[src/rtl/mips_pkg.sv]
// Shared MIPS32 pipeline definitions: bubble encoding, default boot address
// and the instruction-fetch state encoding.
package mips_pkg;

    localparam logic [31:0] NOP_INSTR        = 32'h0000_0000;
    localparam logic [31:0] DEFAULT_RESET_PC = 32'h0000_0000;

    // FETCH: idle, ready to issue
    // WAIT : one request outstanding
    // KILL : outstanding response must be dropped (redirected)
    // HOLD : word fetched while stalled, parked in hold_instr
    typedef enum logic [1:0] {
        FETCH = 2'd0,
        WAIT  = 2'd1,
        KILL  = 2'd2,
        HOLD  = 2'd3
    } fetch_state_t;

endpackage

[src/rtl/if_fetch.sv]
// MIPS32 instruction-fetch stage. Owns the PC, keeps one request in flight
// to instruction memory, buffers a word across downstream stalls and applies
// ID-stage redirects, dropping any response that belongs to the old stream.
module if_fetch
    import mips_pkg::*;
#(
    parameter logic [31:0] RESET_PC = DEFAULT_RESET_PC
) (
    input  logic        clk,
    input  logic        reset,
    input  logic        stall,
    input  logic        redirect,
    input  logic [31:0] redirect_pc,
    output logic        imem_req,
    output logic [31:0] imem_addr,
    input  logic        imem_rvalid,
    input  logic [31:0] imem_rdata,
    output logic [31:0] instr_o,
    output logic [31:0] pc_current_o,
    output logic [31:0] pc4_o
);

    fetch_state_t state;
    logic [31:0]  fetch_pc;
    logic [31:0]  req_pc;
    logic [31:0]  hold_instr;

    logic         issue;
    logic         deliver;
    logic [31:0]  deliver_word;
    logic [31:0]  target;

    assign target = {redirect_pc[31:2], 2'b00};

    // Decide this cycle's issue/deliver; redirect suppresses both everywhere.
    always_comb begin
        issue        = 1'b0;
        deliver      = 1'b0;
        deliver_word = hold_instr;
        if (!redirect) begin
            unique case (state)
                FETCH: issue = !stall;
                WAIT: begin
                    if (imem_rvalid && !stall) begin
                        deliver      = 1'b1;
                        deliver_word = imem_rdata;
                        issue        = 1'b1;
                    end
                end
                HOLD: begin
                    if (!stall) begin
                        deliver = 1'b1;
                        issue   = 1'b1;
                    end
                end
                default: ;
            endcase
        end
    end

    // The request pulse is combinational so the first fetch goes out in the
    // first cycle after reset; gate it so nothing is issued while in reset.
    assign imem_req  = issue & ~reset;
    assign imem_addr = fetch_pc;

    // Fetch FSM, PC and hold buffer.
    always_ff @(posedge clk or posedge reset) begin
        if (reset) begin
            state      <= FETCH;
            fetch_pc   <= RESET_PC;
            req_pc     <= RESET_PC;
            hold_instr <= NOP_INSTR;
        end else begin
            if (redirect)
                fetch_pc <= target;
            else if (issue)
                fetch_pc <= fetch_pc + 32'd4;

            if (issue)
                req_pc <= fetch_pc;

            unique case (state)
                FETCH: begin
                    // Responses seen here are stale (pre-reset) and ignored.
                    if (issue)
                        state <= WAIT;
                end
                WAIT: begin
                    if (redirect)
                        state <= imem_rvalid ? FETCH : KILL;
                    else if (imem_rvalid && stall) begin
                        hold_instr <= imem_rdata;
                        state      <= HOLD;
                    end
                end
                KILL: begin
                    if (imem_rvalid)
                        state <= FETCH;
                end
                HOLD: begin
                    if (redirect) begin
                        hold_instr <= NOP_INSTR;
                        state      <= FETCH;
                    end else if (!stall)
                        state <= WAIT;
                end
                default: state <= FETCH;
            endcase
        end
    end

    // IF/ID outputs: redirect bubble, then delivery, then stall hold, else bubble.
    always_ff @(posedge clk or posedge reset) begin
        if (reset) begin
            instr_o      <= NOP_INSTR;
            pc_current_o <= 32'h0;
            pc4_o        <= 32'h0;
        end else if (redirect) begin
            instr_o      <= NOP_INSTR;
            pc_current_o <= 32'h0;
            pc4_o        <= 32'h0;
        end else if (deliver) begin
            instr_o      <= deliver_word;
            pc_current_o <= req_pc;
            pc4_o        <= req_pc + 32'd4;
        end else if (!stall) begin
            instr_o      <= NOP_INSTR;
        end
    end

endmodule

[config.mk]
export PLATFORM = sky130hd
export DESIGN_NAME = if_fetch
export DESIGN_NICKNAME = d
export VERILOG_FILES = /design/src/rtl/mips_pkg.sv /design/src/rtl/if_fetch.sv
export SDC_FILE = /design/constraint.sdc
export NUM_CORES = 1
export LEC_CHECK = 0
export CAP_MARGIN = 20
export CORE_MARGIN = 3
export CORE_UTILIZATION = 30
export CTS_CLUSTER_DIAMETER = 150
export CTS_CLUSTER_SIZE = 12
export DETAILED_ROUTE_END_ITERATION = 8
export GPL_ROUTABILITY_DRIVEN = 0
export GPL_TIMING_DRIVEN = 0
export PLACE_DENSITY_LB_ADDON = 0.08
export SLEW_MARGIN = 15
export SYNTH_ARGS = -nofsm -noshare
export SYNTH_HDL_FRONTEND = slang
export SYNTH_SLANG_ARGS = --single-unit
[constraint.sdc]
create_clock -name clk -period 8.1 [get_ports clk]
set_input_delay 1.62 -clock clk [delete_from_list [all_inputs] [get_ports clk]]
set_output_delay 1.62 -clock clk [all_outputs]
set_load 0.01 [all_outputs]
==> impl_metrics.toml, run 1 <==
[route]
ant_nets = 0
num_vias = 7576
wl_met3_mm = 1.53
finalWirelength_mm = 29.2
dr.max_layer_used = "met4"
first_pass_iters = 4
vias_per_cell = 5.09
dr_wl_met2_mm = 13.6
drc = 0
wl_met1_mm = 13.9
first_iter_violations = 535
routedWlPerCell_microns = 19.6

[synth]
netlist.area_leader.share = 0.527
syn_area_per_cell_sq_um = 10.1
synth-main-ff-cell = "dfrtp_1"
synth_area_leader_cell = "dfrtp_1"
syn_area_sq_um = 8880
yosys-top-cells-area = "dfrtp_1 53%, nand2_1 5.4%, mux2i_1 3.7%, mux2_2 3.3%, a22o_1 3.2%"
synth-edff-count = 0
synth.distinct_cells = 54
syn_inst = 879
ys_warn_count = 0
ys_seq_area_frac = 0.527
synth_async_sr_flop_share = 1.00
ys_ff_latch = 187

[cts]
root_buffer = "clkbuf_16"
clk_path_buf_depth = 2
cts.sink_count = 187
hold_buffers = 0
htree_levels = 4
cts_buffers = 17
cts_tree = "done"
clk_latency_ns = 0.44
postCtsSetupBuffers = 0
clkTransAtPathRegs_ns = 0.07
cts-resized-gates = 0

[power_and_ir_drop]
powerDensity_nw_per_um2 = 210
leakagePower_nw = 4.63
power.total_mw = 2.51
ir_drop_v = 0.000125

[placed_design]
dp.final_hpwl_mm = 21.2
dp_slack_ns = 2.19
port_buffers = 192

[timing]
drv_slew = 0
setup_viol = 0
finalCriticalPeriod_ns = 5.85
final.setup.tns_ns = 0
fin_ws_ns = 2.25
worst_pin_slew_ns = 1.03
rsz0062_at_grt = "false"
hold_violations = 0
clock_skew_ns = 0.0134
maxSlewHeadroom = 0.310
whs_ns = 0.481
max_freq_mhz = 171
fin_crit_sh = 0.723

[worst_setup_path]
reg2reg_depth = 6
r2r-end = "imem_addr[30]"
r2r_start = "imem_addr[5]"
crit_type = "input port to primary output"
crit_arrival_ns = 4.23
startpoint = "imem_rvalid"
worst-r2r-setup-slack_ns = 5.43
end_kind = "primary output"
worstPathRequired_ns = 6.48
startpoint_type = "input port"
worstPathMaxFanout = 10

[die]
ioPinCount = 198
start_util = 0.307
core_sq_um = 28900
fp-row-count = 62
dieArea_sq_um = 31700
dieHeight_microns = 178
fp.dieW_microns = 178

[global_route]
grt_pass1_vias = 7549
grt_usage = 0.186
grt_start_max_net_pins = 101
grt_first_pass_wirelength_mm = 45.6
antenna_found_initial = 0
gr-total-overflow = 0

[run_status]
status = "completed"

[final_layout]
area_delta_synth_final_pct = 34.2
n_antenna_cell = 0
finalNetCount = 1163
final_cell_mix = "192 x clkdlybuf4s50_1, 187 x dfrtp_1, 128 x nand2_1"
drive_gt1_frac = 0.0814
layout_commonest_cell = "clkdlybuf4s50_1"
fillCellCount = 2862
utilization = 0.412

[worst_hold_path]
hold_end = "instr_o[29]"
hp-start = "instr_o[29]"
min_path_type = "flop to flop"
hold_path_depth = 2

[job]
maxCapViolCount = 0
-- report_power, final --
group	leakage (nW)	internal (mW)	switching (mW)
combinational	1.91	0.233	0.216
sequential	2.43	1.05	0.141
clock	0.292	0.445	0.425
total	4.63	1.72	0.783
-- final cells by class --
type,instances,area [sq um],share of cell area
Tap cell,384,480,0.0403
Inverter,13,56.3,0.00472
Clock inverter,15,173,0.0145
Buffer,73,379,0.0318
Sequential cell,187,4680,0.393
Timing Repair Buffer,193,1950,0.164
Multi-Input combinational cell,607,3780,0.317
Clock buffer,17,425,0.0357
-- synthesized netlist by cell type, types with 2 or more instances --
master	instances
o311ai_0	2
dfrtp_1	187
nor2_1	58
o31a_1	2
and2_1	4
or4_1	22
a22o_1	32
o21ai_0	51
and4_1	6
ha_1	2
o31ai_1	23
buf_4	6
a21oi_1	34
clkbuf_1	49
a311oi_1	14
a311o_1	4
nor3_1	7
a22oi_1	6
buf_6	2
or3_1	11
nor4_1	8
inv_1	13
o211ai_1	2
mux2i_1	33
and3_1	7
xor2_1	4
or2_2	2
a211oi_1	12
xnor2_1	11
a31oi_1	14
nor4_2	2
mux2_2	26
nand2_1	128
clkbuf_8	5
nor2b_1	10
nand4_1	25
nor3b_1	2
buf_2	9
nand2b_1	3
nand3_1	27
-- state kept, by name, indices dropped and copies added (netlist names) --
signal,cells
pc4_o,30
pc_current_o,31
instr_o,32
hold_instr,32
req_pc,30
state,2
imem_addr,30
-- logic make-up (layout without fill, tap and decap cells) --
logic type | count (synthesis) | count (layout) | synth area share
AO/OA/AOI/OAI | 200 | 200 | 0.152
adder cells (fa/ha/maj) | 2 | 2 | 0.00282
XOR/XNOR | 15 | 15 | 0.0148
other | 1 | 2 | 0.000422
multiplexers | 59 | 59 | 0.0702
AND/OR/NAND/NOR | 329 | 329 | 0.185
flip-flops | 187 | 187 | 0.527
buffers and inverters | 86 | 311 | 0.0482
-- per-stage QoR --
stage	area (sq um)	std cells
3_3_place_gp	11300	1456
3_5_place_dp	11300	1457
5_1_grt	11900	1489
2_1_floorplan	8880	880
6_report	11900	1489
4_1_cts	11900	1489
-- worst max path at each step --
stage / cells after the start / slack [ns] / endpoint
after floorplan: 2 / 0.48 / imem_req
after global placement: 4 / -2.57 / imem_req
after detailed placement: 6 / 2.19 / imem_req
after CTS: 6 / 2.18 / imem_req
after global routing: 6 / 1.97 / imem_req
final: 6 / 2.25 / imem_req
-- metal layers --
layer	global-route usage	vias up
met5	0	-
met4	0.0357	0
met3	0.0381	9
met2	0.290	182
met1	0.269	3753
li1	-	3632
-- critical path: stages --
cell and delay, ns:
clkdlybuf4s50_1 0.57, nor3b_1 0.15, nor4_2 0.79, buf_2 0.39
and2_1 0.16, clkdlybuf4s50_1 0.53
Power figures use the tool's default switching activity.
==> inputs of run 2 (changes only) <==
==> constraint.sdc (replaced) <==
create_clock -name clk -period 5.5 [get_ports clk]
set_input_delay 1.1 -clock clk [delete_from_list [all_inputs] [get_ports clk]]
set_output_delay 1.1 -clock clk [all_outputs]
set_load 0.01 [all_outputs]
==> impl_metrics.toml, run 2 (synthesis results as in run 1) <==
[worst_setup_path]
critPathBufInv = 3
crit_arrival_ns = 3.73
startpoint = "imem_rvalid"
worst-r2r-setup-slack_ns = 2.83
worstPathMaxFanout = 10
slowest_delay_ns = 0.76
critical_path.most_common_cell = "clkdlybuf4s50_1"
r2r-end = "imem_addr[30]"
end_kind = "primary output"
slowest_stage = "nor4_2"
startpoint_type = "input port"
reg2reg_depth = 6
worstPathRequired_ns = 4.40
crit_type = "input port to primary output"
crit_family = "buffers and inverters"
r2r_start = "imem_addr[5]"
crit_chain = "clkdlybuf4s50_1 -> nor3b_1 -> nor4_2 -> buf_2 -> and2_1 -> clkdlybuf4s50_1"

[die]
ioPinCount = 198
start_util = 0.307
dieHeight_microns = 178
dieArea_sq_um = 31700
core_sq_um = 28900
fp-row-count = 62
fp.dieW_microns = 178

[timing]
fin_crit_sh = 0.877
rsz0062_at_grt = "false"
drv_slew = 0
hold_violations = 0
final.setup.tns_ns = 0
max_freq_mhz = 207
worst_pin_slew_ns = 1.01
maxSlewHeadroom = 0.319
clock_skew_ns = 0.0198
setup_viol = 0
finalCriticalPeriod_ns = 4.83

[cts]
cts_buffers = 17
cts.sink_count = 187
cts_tree = "done"
clk_path_buf_depth = 2
hold_buffers = 0
postCtsSetupBuffers = 0
clkTransAtPathRegs_ns = 0.08
root_buffer = "clkbuf_16"
cts-resized-gates = 0
htree_levels = 4
clk_latency_ns = 0.44

[worst_hold_path]
hp-start = "instr_o[11]"
hold_end = "instr_o[11]"
min_path_type = "flop to flop"
hold_path_depth = 2

[final_layout]
finalNetCount = 1168
final_cell_mix = "192 x clkdlybuf4s50_1, 187 x dfrtp_1, 128 x nand2_1"
fin_area_sq_um = 12100
instances_no_fill = 1495
layout_commonest_cell = "clkdlybuf4s50_1"
drive_gt1_frac = 0.0856
largest_registers = "hold_instr: 32 flops, instr_o: 32 flops, pc_current_o: 31 flops"
area_delta_synth_final_pct = 36.0
utilization = 0.417

[placed_design]
dp.final_hpwl_mm = 21.7
postPlaceCellArea_sq_um = 11400
port_buffers = 192
dp.cells = 1462

[power_and_ir_drop]
powerDensity_nw_per_um2 = 313
leakagePower_nw = 4.70
ir_drop_v = 0.000207

[route]
routedWlPerCell_microns = 19.6
first_iter_violations = 477
drc = 0
finalWirelength_mm = 29.4
num_vias = 7583
ant_nets = 0
first_pass_iters = 4
vias_per_cell = 5.07

[job]
maxCapViolCount = 0

[global_route]
grt_start_max_net_pins = 35
antenna_found_initial = 1
gr-total-overflow = 0
grt_usage = 0.186
grt_first_pass_wirelength_mm = 45.6
grt_pass1_vias = 7481

[run_status]
status = "completed"
==> run 2: area by class of cell <==
cell class / instances / area (sq um)
sequential: 187 / 4680
clock inverter: 15 / 229
clock buffer: 17 / 425
tap: 384 / 480
timing repair buffer: 198 / 2050
antenna: 1 / 2.50
fill: 2892 / 16900
multi-input combinational: 607 / 3780
buffer: 73 / 379
inverter: 13 / 52.6
==> run 2: where the power goes <==
part | switching [mW] | total, mW | leakage (nW) | internal (mW)
logic | 0.319 | 0.670 | 1.95 | 0.351
clock network | 0.649 | 1.36 | 0.316 | 0.710
registers | 0.207 | 1.75 | 2.43 | 1.54
==> run 2: worst max-delay path by stage <==
stage                          end  slack [ns]  depth (start not counted)
after floorplan           imem_req        0.08                          2
after global placement    imem_req       -2.43                          4
after detailed placement  imem_req        0.68                          6
after CTS                 imem_req        0.66                          6
after global routing      imem_req        0.52                          6
final                     imem_req        0.67                          6
==> run 2: per-stage QoR <==
step	total power, mW	hold slack (ns)	worst slack [ns]
2_1_floorplan	2.10	0.465	0.0828
3_3_place_gp	2.43	0.462	-2.43
3_5_place_dp	2.45	0.472	0.679
4_1_cts	3.82	0.494	0.661
5_1_grt	3.97	0.506	0.521
6_report	3.78	0.488	0.675
==> run 2: worst reg2reg max path: stages (launching register included) <==
cell and delay, ns:
dfrtp_1 0.34, clkbuf_1 0.33, nand4_1 0.39, or4_1 0.57, clkbuf_1 0.28, or4_1 0.52
a31oi_1 0.18
==> run 2: per-layer routing <==
| metal | wire [microns] | GRT usage | up-vias |
|---|---|---|---|
| li1 | - | - | 3640 |
| met1 | 14000 | 0.273 | 3715 |
| met2 | 13200 | 0.283 | 214 |
| met3 | 1840 | 0.0449 | 14 |
| met4 | 277 | 0.0330 | 0 |
| met5 | 0 | 0 | - |
==> inputs of run 3 (changes only) <==
--- a/config.mk
+++ b/config.mk
@@ -13,7 +13,7 @@
 export DETAILED_ROUTE_END_ITERATION = 8
 export GPL_ROUTABILITY_DRIVEN = 0
 export GPL_TIMING_DRIVEN = 0
-export PLACE_DENSITY_LB_ADDON = 0.08
+export PLACE_DENSITY_LB_ADDON = 0.12
 export SLEW_MARGIN = 15
 export SYNTH_ARGS = -nofsm -noshare
 export SYNTH_HDL_FRONTEND = slang
==> impl_metrics.toml, run 3 (synthesis results as in run 1) <==
[run_status]
status = "completed"

[timing]
max_freq_mhz = 206
setup_viol = 0
worst_pin_slew_ns = 1.03
rsz0062_at_grt = "false"
fin_crit_sh = 0.881
clock_skew_ns = 0.0175
hold_violations = 0
finalCriticalPeriod_ns = 4.84
final.setup.tns_ns = 0
drv_slew = 0
maxSlewHeadroom = 0.308

[route]
routedWlPerCell_microns = 19.5
finalWirelength_mm = 29.1
vias_per_cell = 5.08
num_vias = 7595
first_pass_iters = 7
first_iter_violations = 564
ant_nets = 0
drc = 0

[global_route]
grt_first_pass_wirelength_mm = 45.9
grt_usage = 0.186
grt_start_max_net_pins = 35
gr-total-overflow = 0
antenna_found_initial = 0
grt_pass1_vias = 7736

[die]
dieArea_sq_um = 31700
ioPinCount = 198
dieHeight_microns = 178
fp-row-count = 62
start_util = 0.307
fp.dieW_microns = 178
core_sq_um = 28900

[final_layout]
final_cell_mix = "192 x clkdlybuf4s50_1, 187 x dfrtp_1, 128 x nand2_1"
regArea_sq_um = 4680
area_delta_synth_final_pct = 35.2
n_antenna_cell = 0
layout_commonest_cell = "clkdlybuf4s50_1"
finalNetCount = 1168
multi_input_area_sq_um = 3780
instances_no_fill = 1494
largest_registers = "hold_instr: 32 flops, instr_o: 32 flops, pc_current_o: 31 flops"
drive_gt1_frac = 0.0847
utilization = 0.415
fillCellCount = 2891

[worst_setup_path]
end_kind = "primary output"
worstPathRequired_ns = 4.40
crit_type = "input port to primary output"
worstPathMaxFanout = 10
startpoint_type = "input port"
crit_arrival_ns = 3.74

[cts]
postCtsSetupBuffers = 0
htree_levels = 4
cts-resized-gates = 0
cts.sink_count = 187
clk_latency_ns = 0.44
cts_tree = "done"
hold_buffers = 0
clk_path_buf_depth = 2
root_buffer = "clkbuf_16"
cts_buffers = 17
clkTransAtPathRegs_ns = 0.08

[placed_design]
port_buffers = 192
dp.cells = 1462
dp.final_hpwl_mm = 21.4

[power_and_ir_drop]
leakagePower_nw = 4.67
power.total_mw = 3.68
powerDensity_nw_per_um2 = 306
ir_drop_v = 0.000167

[worst_hold_path]
min_path_type = "flop to flop"

[job]
maxCapViolCount = 0
run 3: cell types whose count changed in the layout (fill, tap and decap cells not counted):
cell / before / now
buf_12: 5 / 6
inv_12: 0 / 1
clkinv_4: 2 / 1
bufinv_16: 2 / 0
inv_8: 4 / 3
buf_16: 1 / 0
clkbuf_1: 49 / 50
clkinv_8: 6 / 4
diode_2: 1 / 0
inv_6: 1 / 5
run 3: worst max-delay path, stage by stage:
cell and delay (ns):
clkdlybuf4s50_1 0.59, nor3b_1 0.16, nor4_2 0.81, buf_2 0.38, and2_1 0.16, clkdlybuf4s50_1 0.53
run 3: through the flow:
step | setup slack (ns) | area [sq um] | hold slack, ns
6_report | 0.656 | 12000 | 0.484
5_1_grt | 0.479 | 12000 | 0.512
4_1_cts | 0.636 | 12000 | 0.492
3_5_place_dp | 0.645 | 11400 | 0.473
3_3_place_gp | -2.39 | 11300 | 0.465
2_1_floorplan | 0.0828 | 8890 | 0.465
run 3: power breakdown:
part           internal (mW)  switching, mW
combinational          0.350          0.322
clock                  0.620          0.638
sequential              1.54          0.204
total                   2.51           1.16
run 3: metal layers:
metal | GRT usage | vias to the layer above | routed length, microns
li1 | - | 3644 | -
met1 | 0.267 | 3736 | 13900
met2 | 0.291 | 200 | 13300
met3 | 0.0396 | 15 | 1560
met4 | 0.0376 | 0 | 256
met5 | 0 | - | 0
run 3: final timing paths:
kind / cells past startpoint / to / slack, ns / start
max: 6 / imem_req / 0.66 / imem_rvalid
min: 2 / instr_o[16] / 0.48 / instr_o[16]
max reg2reg: 6 / imem_addr[7] / 2.81 / state[0]
min reg2reg: 2 / instr_o[16] / 0.48 / instr_o[16]
max in group asynchronous: 5 / pc4_o[14] / 3.48 / reset
min in group asynchronous: 2 / hold_instr[6] / 1.03 / reset
run 3: cell type report:
| class | count | area share |
|---|---|---|
| timing repair buffer | 198 | 0.170 |
| inverter | 13 | 0.00438 |
| multi-input combinational | 607 | 0.315 |
| sequential | 187 | 0.390 |
| clock buffer | 18 | 0.0357 |
| clock inverter | 14 | 0.0140 |
| tap | 384 | 0.0400 |
| buffer | 73 | 0.0316 |
==> RTL change, RTL diff (flow settings as in run 1) <==
Encoding of `fetch_state_t`: now one-hot (4 bits for 4 states).
--- a/src/rtl/mips_pkg.sv
+++ b/src/rtl/mips_pkg.sv
@@ -10,9 +10,9 @@
     // KILL : outstanding response must be dropped (redirected)
     // HOLD : word fetched while stalled, parked in hold_instr
-    typedef enum logic [1:0] {
-        FETCH = 2'd0,
-        WAIT  = 2'd1,
-        KILL  = 2'd2,
-        HOLD  = 2'd3
+    typedef enum logic [3:0] {
+        FETCH = 4'b0001,
+        WAIT  = 4'b0010,
+        KILL  = 4'b0100,
+        HOLD  = 4'b1000
     } fetch_state_t;
 
Formal check against the unedited RTL: same outputs for any inputs over 4 cycles, from zero or initial values and one cycle with reset high; so few cycles prove little.
==> RTL change against run 1 <==
First-iteration DRC count down 11%. Final area hardly changed. Sequential share of layout area increased by 0.44 points. Count of clock-buffer cells in the layout up 1. Routed wire length down 5.3%. Area after synthesis shrank 0.17%. Power hardly changed. Sequential cell count up 2. Setup slack better by 0.35 ns. Largest cell class unchanged. Largest power group unchanged. Highest routed layer unchanged.
==> RTL change: results (changes against run 1) <==
{| class="wikitable"
! Metric !! Value
|-
| Proportion of power drawn by combinational gates || 15.7% (-2.2 points)
|-
| Non-filler cells, final || 1524 (+2.4%)
|-
| Switching power summed over all nets || 0.000772 W (-1.4%)
|-
| Global-route met1 utilization || 26.9% (+0.034 points)
|-
| Proportion of netlist area held by the largest area contributor || 53.1% (+0.37 points)
|-
| Commonest cells in the synthesized netlist || nand2_1, dfrtp_1, o21ai_0, a21oi_1, clkbuf_1
|-
| Endpoint with the worst hold slack || hold_instr[27]$_DFFE_PP0P_
|-
| Area contributors post-synth || dfrtp_1, nand2_1, o21ai_0
|-
| Switching power as a share of total power || 30.8% (-0.46 points)
|-
| Worst path slowest cell || clkdlybuf4s50_1
|-
| Count of distinct cell types in the synthesized netlist || 52 (-3.7%)
|-
| HPWL reported at the end of detailed placement || 20200 µm (-4.8%)
|-
| Smallest hold slack || 0.481 ns (-0.0000410 ns)
|-
| Run status || complete, no violations
|-
| Worst Path Arrival || 3.89 ns (-0.34 ns)
|-
| Dpl cell area || 0.0113 mm² (-0.13%)
|-
| Pre-CTS setup slack || 2.48 ns (+0.297 ns)
|-
| Met2 layer wire length in the routed design || 12400 µm (-8.8%)
|-
| Fillcell total || 2903 (+1.4%)
|-
| Logic depth of the worst register-to-register path || 7 (+1)
|-
| Final Critical Period || 5.51 ns (-0.346 ns)
|-
| Proportion of layout cells with a drive suffix above 1 || 8.77% (+0.63 points)
|-
| Number of design-rule violations left by the first detailed-router iteration || 474 (-11%)
|-
| Transition time of the tightest slew-check pin || 1.06 ns (+0.0350 ns)
|-
| Fraction of the yosys area taken by sequential cells || 53.4% (+0.67 points)
|-
| Static Leak || 5.00 nW (+8.0%)
|-
| Launch instance of the worst min-delay path || hold_instr[27]$_DFFE_PP0P_
|-
| Internal reg-to-reg setup slack || 5.61 ns (+0.18 ns)
|-
| Initial DRT Pass Iterations || 5 (+1)
|-
| Total detailed-routing wirelength || 27600 µm (-5.3%)
|-
| Net count, final || 1198 (+3.0%)
|-
| Number of vias per cell || 4.82 (-5.3%)
|-
| Final setup skew || 0.0163 ns (+0.00293 ns)
|-
| R2R Path End || hold_instr[28]$_DFFE_PP0P_
|-
| First-pass GRT wire length || 43300 µm (-4.8%)
|-
| Largest stage delay, worst path || 0.54 ns (-0.25 ns)
|-
| Maximum number of pins on one net before global-route repair || 99 (-2.0%)
|-
| GR Util met2 || 26.4% (-2.6 points)
|-
| Synthesized area per cell || 9.70 µm² (-4.0%)
|}
-- RTL change: cell types whose count changed after synthesis, moves of 14 or more --
cell,run 1,this run
nand2_1,128,209
o21ai_0,51,105
nor2_1,58,26
a22o_1,32,1
o31ai_1,23,0
xor2_1,4,26
or4_1,22,4
a21oi_1,34,51
xnor2_1,11,28
a311oi_1,14,0
-- RTL change: layout make-up --
cell class | instances | area share (%)
buffer | 66 | 2.46
multi-input combinational | 652 | 32.0
timing repair buffer | 193 | 16.4
clock inverter | 14 | 1.44
inverter | 8 | 0.315
sequential | 189 | 39.7
tap | 384 | 4.03
clock buffer | 18 | 3.69
-- RTL change: cells by family after synthesis --
group           synth area share [%]
other cells                   0.0423
mux                             7.78
xor+xnor                        5.33
fa+ha+maj                      0.282
compound gates                  11.6
buf+inv                         3.64
flops                           53.4
simple gates                    17.9
-- RTL change: critical path: cells and delay by family --
family / cells / cell delay, ns
simple gates: 2 / 0.34
compound gates: 1 / 0.38
buf+inv: 4 / 1.52
